<file path="src/rtl/score_digit_src_if.sv">
// Game-control inputs and digit-display outputs shared between the score
// source and its consumer.
interface score_digit_src_if;
  logic       inc;
  logic       game_over;
  logic       new_game;
  logic       show_best;
  logic [1:0] scan_sel;
  logic [3:0] digit_4;
  logic [3:0] digit_3;
  logic [3:0] digit_2;
  logic [3:0] digit_1;
  logic       playing;

  modport master (
    output inc, game_over, new_game, show_best,
    input  scan_sel, digit_4, digit_3, digit_2, digit_1, playing
  );

  modport slave (
    input  inc, game_over, new_game, show_best,
    output scan_sel, digit_4, digit_3, digit_2, digit_1, playing
  );
endinterface

</file>
<file path="src/rtl/score_digit_src.sv">
// Score/best-score keeper and game FSM feeding the 4-digit seven-segment scan
// multiplexer: BCD digits with leading-zero blanking plus the scan select.
module score_digit_src #(
  parameter int unsigned SCAN_DIV_BITS = 17,
  parameter logic [3:0]  BLANK_CODE    = 4'hF
) (
  input  logic              clk,
  input  logic              rst,
  score_digit_src_if.slave  bus
);

  localparam int unsigned DIGIT_W = 4;
  localparam int unsigned SCORE_W = 4 * DIGIT_W;
  localparam logic [SCORE_W-1:0] SCORE_MAX = 16'h9999;

  typedef enum logic [1:0] {
    ST_IDLE = 2'd0,
    ST_PLAY = 2'd1,
    ST_OVER = 2'd2
  } state_e;

  state_e               state_q, state_d;
  logic [SCORE_W-1:0]   score_q, score_d;
  logic [SCORE_W-1:0]   best_q, best_d;
  logic [SCORE_W-1:0]   score_inc;
  logic [SCORE_W-1:0]   shown;
  logic [SCAN_DIV_BITS-1:0] scan_cnt_q;
  logic [1:0]           scan_sel_q;
  logic [DIGIT_W-1:0]   dig4_q, dig3_q, dig2_q, dig1_q;
  logic [DIGIT_W-1:0]   dig4_d, dig3_d, dig2_d, dig1_d;
  logic                 playing_q;
  logic                 carry;

  // State, score and best registers
  always_ff @(posedge clk) begin
    if (rst) begin
      state_q <= ST_IDLE;
      score_q <= '0;
      best_q  <= '0;
    end else begin
      state_q <= state_d;
      score_q <= score_d;
      best_q  <= best_d;
    end
  end

  // Saturating BCD increment; the carry ripples through all four digits
  always_comb begin
    score_inc = score_q;
    carry     = (score_q != SCORE_MAX);
    for (int i = 0; i < 4; i++) begin
      if (carry) begin
        if (score_q[i*4 +: 4] == 4'd9) begin
          score_inc[i*4 +: 4] = 4'd0;
        end else begin
          score_inc[i*4 +: 4] = score_q[i*4 +: 4] + 4'd1;
          carry               = 1'b0;
        end
      end
    end
  end

  // Next-state logic; in PLAY new_game beats game_over beats inc
  always_comb begin
    state_d = state_q;
    score_d = score_q;
    best_d  = best_q;
    case (state_q)
      ST_IDLE, ST_OVER: begin
        if (bus.new_game) begin
          state_d = ST_PLAY;
          score_d = '0;
        end
      end
      ST_PLAY: begin
        if (bus.new_game) begin
          score_d = '0;
        end else if (bus.game_over) begin
          state_d = ST_OVER;
          if (score_q > best_q) best_d = score_q;
        end else if (bus.inc) begin
          score_d = score_inc;
        end
      end
      default: state_d = ST_IDLE;
    endcase
  end

  // Display source selection and leading-zero blanking
  always_comb begin
    shown  = (bus.show_best || (state_q == ST_IDLE)) ? best_q : score_q;
    dig4_d = shown[15:12];
    dig3_d = shown[11:8];
    dig2_d = shown[7:4];
    dig1_d = shown[3:0];
    if (shown[15:12] == 4'd0) begin
      dig4_d = BLANK_CODE;
      if (shown[11:8] == 4'd0) begin
        dig3_d = BLANK_CODE;
        if (shown[7:4] == 4'd0) dig2_d = BLANK_CODE;
      end
    end
  end

  // Free-running scan divider and registered outputs
  always_ff @(posedge clk) begin
    if (rst) begin
      scan_cnt_q <= '0;
      scan_sel_q <= 2'b00;
      dig4_q     <= BLANK_CODE;
      dig3_q     <= BLANK_CODE;
      dig2_q     <= BLANK_CODE;
      dig1_q     <= 4'h0;
      playing_q  <= 1'b0;
    end else begin
      scan_cnt_q <= scan_cnt_q + SCAN_DIV_BITS'(1);
      scan_sel_q <= scan_cnt_q[SCAN_DIV_BITS-1 -: 2];
      dig4_q     <= dig4_d;
      dig3_q     <= dig3_d;
      dig2_q     <= dig2_d;
      dig1_q     <= dig1_d;
      playing_q  <= (state_q == ST_PLAY);
    end
  end

  assign bus.scan_sel = scan_sel_q;
  assign bus.digit_4  = dig4_q;
  assign bus.digit_3  = dig3_q;
  assign bus.digit_2  = dig2_q;
  assign bus.digit_1  = dig1_q;
  assign bus.playing  = playing_q;

endmodule

</file>
<file path="src/flat_wrapper.sv">
// flat-port wrapper written by rule: the top's interface ports become plain ports
module score_digit_src_flat 
#(
  parameter int unsigned SCAN_DIV_BITS = 17,
  parameter logic [3:0]  BLANK_CODE    = 4'hF
)
  (clk, rst, bus_inc, bus_game_over, bus_new_game, bus_show_best, bus_scan_sel, bus_digit_4, bus_digit_3, bus_digit_2, bus_digit_1, bus_playing);
  score_digit_src_if bus_i ();
  input  logic clk;
  input  logic rst;
  input wire logic [$bits(bus_i.inc)-1:0] bus_inc;
  input wire logic [$bits(bus_i.game_over)-1:0] bus_game_over;
  input wire logic [$bits(bus_i.new_game)-1:0] bus_new_game;
  input wire logic [$bits(bus_i.show_best)-1:0] bus_show_best;
  output wire logic [$bits(bus_i.scan_sel)-1:0] bus_scan_sel;
  output wire logic [$bits(bus_i.digit_4)-1:0] bus_digit_4;
  output wire logic [$bits(bus_i.digit_3)-1:0] bus_digit_3;
  output wire logic [$bits(bus_i.digit_2)-1:0] bus_digit_2;
  output wire logic [$bits(bus_i.digit_1)-1:0] bus_digit_1;
  output wire logic [$bits(bus_i.playing)-1:0] bus_playing;
  assign bus_i.inc = bus_inc;
  assign bus_i.game_over = bus_game_over;
  assign bus_i.new_game = bus_new_game;
  assign bus_i.show_best = bus_show_best;
  assign bus_scan_sel = bus_i.scan_sel;
  assign bus_digit_4 = bus_i.digit_4;
  assign bus_digit_3 = bus_i.digit_3;
  assign bus_digit_2 = bus_i.digit_2;
  assign bus_digit_1 = bus_i.digit_1;
  assign bus_playing = bus_i.playing;
  score_digit_src #(.SCAN_DIV_BITS(SCAN_DIV_BITS), .BLANK_CODE(BLANK_CODE)) u_core (.clk(clk), .rst(rst), .bus(bus_i));
endmodule
</file>
<file path="config.mk">
export PLATFORM = sky130hd
export DESIGN_NAME = score_digit_src_flat
export DESIGN_NICKNAME = d
export VERILOG_FILES = /design/src/rtl/score_digit_src_if.sv /design/src/rtl/score_digit_src.sv /design/src/flat_wrapper.sv
export SDC_FILE = /design/constraint.sdc
export NUM_CORES = 1
export LEC_CHECK = 0
export CORE_AREA = 2 2 82 84
export DETAILED_ROUTE_END_ITERATION = 8
export DIE_AREA = 0 0 84 86
export PLACE_DENSITY = 0.74
export SYNTH_ARGS = -nofsm -noshare
export SYNTH_HDL_FRONTEND = slang
export SYNTH_SLANG_ARGS = --single-unit
</file>
<file path="constraint.sdc">
create_clock -name clk -period 3.1 [get_ports clk]
set_input_delay 0.62 -clock clk [delete_from_list [all_inputs] [get_ports clk]]
set_output_delay 0.62 -clock clk [all_outputs]
set_load 0.01 [all_outputs]
</file>
# Word-level counts from Yosys, hierarchy flattened
# Cells that the tools add are included.
word_totals:
  inputBits: 6
  mem_bits_rw: 0
  latchBits: 0
  n_memories: 0
  output_inout_bits: 19
  register_bits: 70
  mem_bits_ro: 0
classes:
  n_reduce_logical: 14
  div: 0
  n_eq_ne: 16
  order_cmp: 1
  multipliers: 0
  n_bitwise: 1
  n_mux: 29
  shifts: 0
  add_sub_neg: 5
ops:
  columns: ["op", "n"]
  rows:
  - ["$mux W16", 5]
  - ["$mux W4", 13]
  - ["$pmux W16 S2", 1]
  - ["$reduce_and A5 Y1", 4]
  - ["$add A17 B1 Y17 const B", 1]
  - ["$add A4 B1 Y4 const B", 4]
  - ["$eq A4 B4 Y1 const B", 4]
  - ["$gt A16 B16 Y1", 1]
  - ["$ne A16 B16 Y1 const B", 1]
  - ["$logic_not A4 Y1", 3]
  - ["$ne A3 B2 Y1 const B", 4]
  - ["$mux W1", 6]
  - ["$mux W2", 3]
  - ["$ne A2 B2 Y1 const B", 3]
  - ["$ne A3 B3 Y1 const B", 2]
  - ["$pmux W2 S2", 1]
  - ["$reduce_and A4 Y1", 1]
  - ["$reduce_or A2 Y1", 2]
  - ["$reduce_and A3 Y1", 1]
  - ["$eq A2 B1 Y1 const B", 1]
  - ["$eq A2 B2 Y1 const B", 1]
  - ["$logic_not A2 Y1", 1]
  - ["$reduce_bool A2 Y1", 1]
  - ["$logic_or A1 B1 Y1", 1]
  - ["$not A1 Y1", 1]

# Depth between registers and ports, before layout
logic_depth:
  word_depth: 10
  ltp_mapped: 8

# Worst setup path after synthesis
# No wires, ideal clock.
synth_path:
  kind: "register to register"
  start: "reg u_core.best_q[15]"
  end: "reg u_core.best_q[4]"
  period_less_slack_ps: 1948
  arrival_time_ps: 1831
  stages_incl_launch_ff: 9
  slack_ps: 1152
  path_cell_list: "dfxtp_1 -> inv_1 -> ha_1 -> and4_1 -> nand3_1 -> a21o_1 -> a32o_1 -> buf_2 -> a22o_1"
synth_between:
  elab_chain_cells: 2
synth_lines:
  columns: ["item", "line_no", "source"]
  rows:
  - ["from (decl)", "score_digit_src.sv:24", "logic [SCORE_W-1:0] best_q, best_d;"]
  - ["from (signal assigned)", "score_digit_src.sv:43", "best_q <= best_d;"]
  - ["$gt A16 B16 Y1", "score_digit_src.sv:80", "if (score_q > best_q) best_d = score_q;"]
  - ["$reduce_and A4 Y1 (no source line)", null, null]
# No other way between the ends.
# A chain may end at the register's enable or synchronous reset.

# Worst setup path in the final report
layout_path:
  start: "reg u_core.score_q[13]"
  end: "reg u_core.best_q[5]"
layout_between:
  elab_chain_cells: 2
layout_lines:
  columns: ["item", "line_no", "source"]
  rows:
  - ["from (decl)", "score_digit_src.sv:23", "logic [SCORE_W-1:0] score_q, score_d;"]
  - ["from (signal assigned)", "score_digit_src.sv:42", "score_q <= score_d;"]
  - ["$gt A16 B16 Y1", "score_digit_src.sv:80", null]
  - ["$reduce_and A4 Y1 (no source line)", null, null]
# No other way between the ends.

==> results.cfg <==
[finish]
layout_commonest_cell = dfxtp_1
num_antenna_cells = 0
register_area_um2 = 1400
final_cell_area_um2 = 3910
final_cell_mix = dfxtp_1 (70), nand2_1 (37), nor2_1 (30), inv_1 (26), ha_1 (25)
area_delta_synth_final_pct = 14.8
nets = 424
num-fill-cells = 528
multi_input_area_um2 = 1810
drive_gt1_share_pct = 8.29

[setup_path]
worst_r2r_startpoint = u_core.score_q[13]$_SDFFE_PP0P_
cp-start-kind = flop
slowest_delay_ns = 0.67
arrival_ns = 2.70
cpMostUsedCell = nor3_1
crit_required_ns = 3.39
path_class = flop to flop
crit_start = u_core.score_q[13]$_SDFFE_PP0P_
endpoint_kind = flop
crit_chain = ha_1 > nand4_1 > nor3_1 > nor3_1 > a311oi_4 > a22o_1
critPathMaxFanout = 15
critPathSlowestCell = a311oi_4

[synthesis]
syn_area_um2 = 3410
synth_cell_types = 48
ys.flop_type = dfxtp_1
synth-edff-count = 0
avgSynthCellArea_um2 = 9.27
ys_seq_elements = 70
syn_nets = 399
yosys_warnings = 0
synth_cells = 368
synthArstFlopShare_pct = 0
ys_seq_area_share_pct = 41.1

[clocking]
cts_sinks = 70
cts_max_level = 3
path_clk_slew_ns = 0.07
cts_hold_buffers = 0
clock_tree.root_cell = clkbuf_8
cts_tree = built
clk_latency_ns = 0.34
cts_resized = 0
postCtsSetupBuffers = 0
cts_buffers = 9
max-clock-path-buffers = 2

[global_route]
antenna_found_initial = 0
grt_max_degree = 28
grt_pass1_wl_mm = 11.7
gr-total-overflow = 0
grt_pass1_vias = 2503
grt.total_usage_pct = 20.1

[floorplan]
row_count = 29
die_y_um = 86
start_util_pct = 54.3
num_io_pins = 25
core_um2 = 6280
die_w_um = 84
dieArea_um2 = 7220

[placed_design]
hpwl_mm = 5.00
place_area_um2 = 3680
io_buffers = 24
place.gp.congestion = 0.820

[pwr]
vdd_drop_max_mv = 0.282
p_leak_nw = 1.46
power_density_nw_per_um2 = 487

[worst_hold_path]
hp-class = flop to flop
hp-start = u_core.scan_cnt_q[0]$_SDFF_PP0_

[sta]
worstMarginPinSlew_ns = 0.674
maxSlewHeadroom_pct = 55.0
rsz0062_at_grt = false
post-route-min-period_ns = 2.41
setup_viol = 0
finalHoldViolations = 0
skew_ns = 0.00590
max_freq_mhz = 415
min_period_over_period_pct = 77.8
tns_ns = 0
drv_slew = 0

[route]
vias_per_cell = 5.61
dr.pass1.iters = 4
drc = 0
wire_per_inst_um = 14.4
vias = 2665
drtIter0Drc = 207
drt_wl_total_mm = 6.86
ant_nets = 0

[status]
status = finished, final reports clean

[job]
drv_cap = 0
[cell families after synthesis]
family | Yosys count | synth area share [%]
multiplexers | 6 | 1.80
buffers and inverters | 40 | 5.69
AO/OA/AOI/OAI | 79 | 17.0
flip-flops | 70 | 41.1
AND/OR/NAND/NOR | 128 | 20.1
adder cells (fa/ha/maj) | 25 | 9.17
XOR/XNOR | 20 | 5.14
[per-stage QoR]
step                instances  hold WS, ns  util [%]  setup slack (ns)  power, mW
finish                    475        0.466      62.3             0.688       1.90
global route              475        0.492      62.3             0.551       1.99
CTS                       475        0.474      62.3             0.714       1.92
detailed placement        459        0.458      58.6             0.403       1.09
global placement          459        0.442      58.6             0.479       1.09
floorplan                 368        0.430         -              1.15       1.05
[critical path, delay by kind of cell (launching register included)]
kind	cells	cell delay [ns]
AO/OA/AOI/OAI	2	0.90
adder cells (fa/ha/maj)	1	0.36
flip-flops	1	0.41
AND/OR/NAND/NOR	3	0.69
[flip-flops by register name, indices dropped and copies added (netlist names)]
register / cells
u_core.scan_cnt_q: 17
u_core.score_q: 16
u_core.bus.digit_4: 4
u_core.bus.scan_sel: 2
u_core.bus.digit_1: 4
u_core.best_q: 16
u_core.bus.digit_2: 4
u_core.bus.playing: 1
u_core.state_q: 2
u_core.bus.digit_3: 4
[synthesized netlist by cell type, types with 2 or more instances]
master	n	share of area, %
a211oi_1	7	1.5
a21o_1	2	0.44
a21oi_1	22	3.2
a22o_1	15	3.9
a31oi_1	3	0.55
a41oi_1	2	0.51
and3b_1	4	1.0
and4_1	4	1.0
buf_2	2	0.29
buf_4	3	0.66
buf_6	4	1.3
clkbuf_1	5	0.55
dfxtp_1	70	41
ha_1	25	9.2
inv_1	26	2.9
mux2i_1	5	1.5
nand2_1	37	4.1
nand3_1	12	1.8
nand3b_1	4	0.88
nand4_1	5	0.92
nor2_1	30	3.3
nor2b_1	4	0.73
nor3_1	6	0.88
nor4_1	7	1.3
o211ai_1	10	2.2
o21ai_0	7	1.0
o21bai_1	3	0.66
or2_2	4	0.73
or4_1	3	0.66
xnor2_1	12	3.1
xor2_1	8	2.1
[final timing paths]
| kind | end | slack, ns | cells after the start |
|---|---|---|---|
| worst max register to register | u_core.best_q[5]$_SDFFE_PP0P_ | 0.69 | 6 |
| worst min-delay path | u_core.scan_cnt_q[0]$_SDFF_PP0_ | 0.47 | 1 |
| worst min register to register | u_core.scan_cnt_q[0]$_SDFF_PP0_ | 0.47 | 1 |
| worst max-delay path | u_core.best_q[5]$_SDFFE_PP0P_ | 0.69 | 6 |
[layout make-up]
| cell class | count | share of cell area, % |
|---|---|---|
| Tap cell | 77 | 2.46 |
| Multi-Input combinational cell | 258 | 46.4 |
| Timing Repair Buffer | 28 | 6.91 |
| Inverter | 26 | 2.49 |
| Sequential cell | 70 | 35.8 |
| Clock inverter | 4 | 1.98 |
| Clock buffer | 12 | 3.97 |
[power by group]
| part | internal (mW) | switching (mW) | leakage [nW] | total (mW) |
|---|---|---|---|---|
| combinational | 0.0582 | 0.0803 | 0.776 | 0.138 |
| clock | 0.502 | 0.334 | 0.117 | 0.836 |
| sequential | 0.914 | 0.0160 | 0.567 | 0.930 |
| total | 1.47 | 0.431 | 1.46 | 1.90 |
[routing by layer]
layer / part of all wire, % / GRT usage [%] / up-vias
met4: 1.6 / 6.30 / 0
li1: - / - / 1364
met3: 5.1 / 5.10 / 13
met5: 0 / 0 / -
met1: 43 / 24.5 / 1225
met2: 50 / 34.9 / 63
No activity file was read; power rests on OpenSTA's default activity.
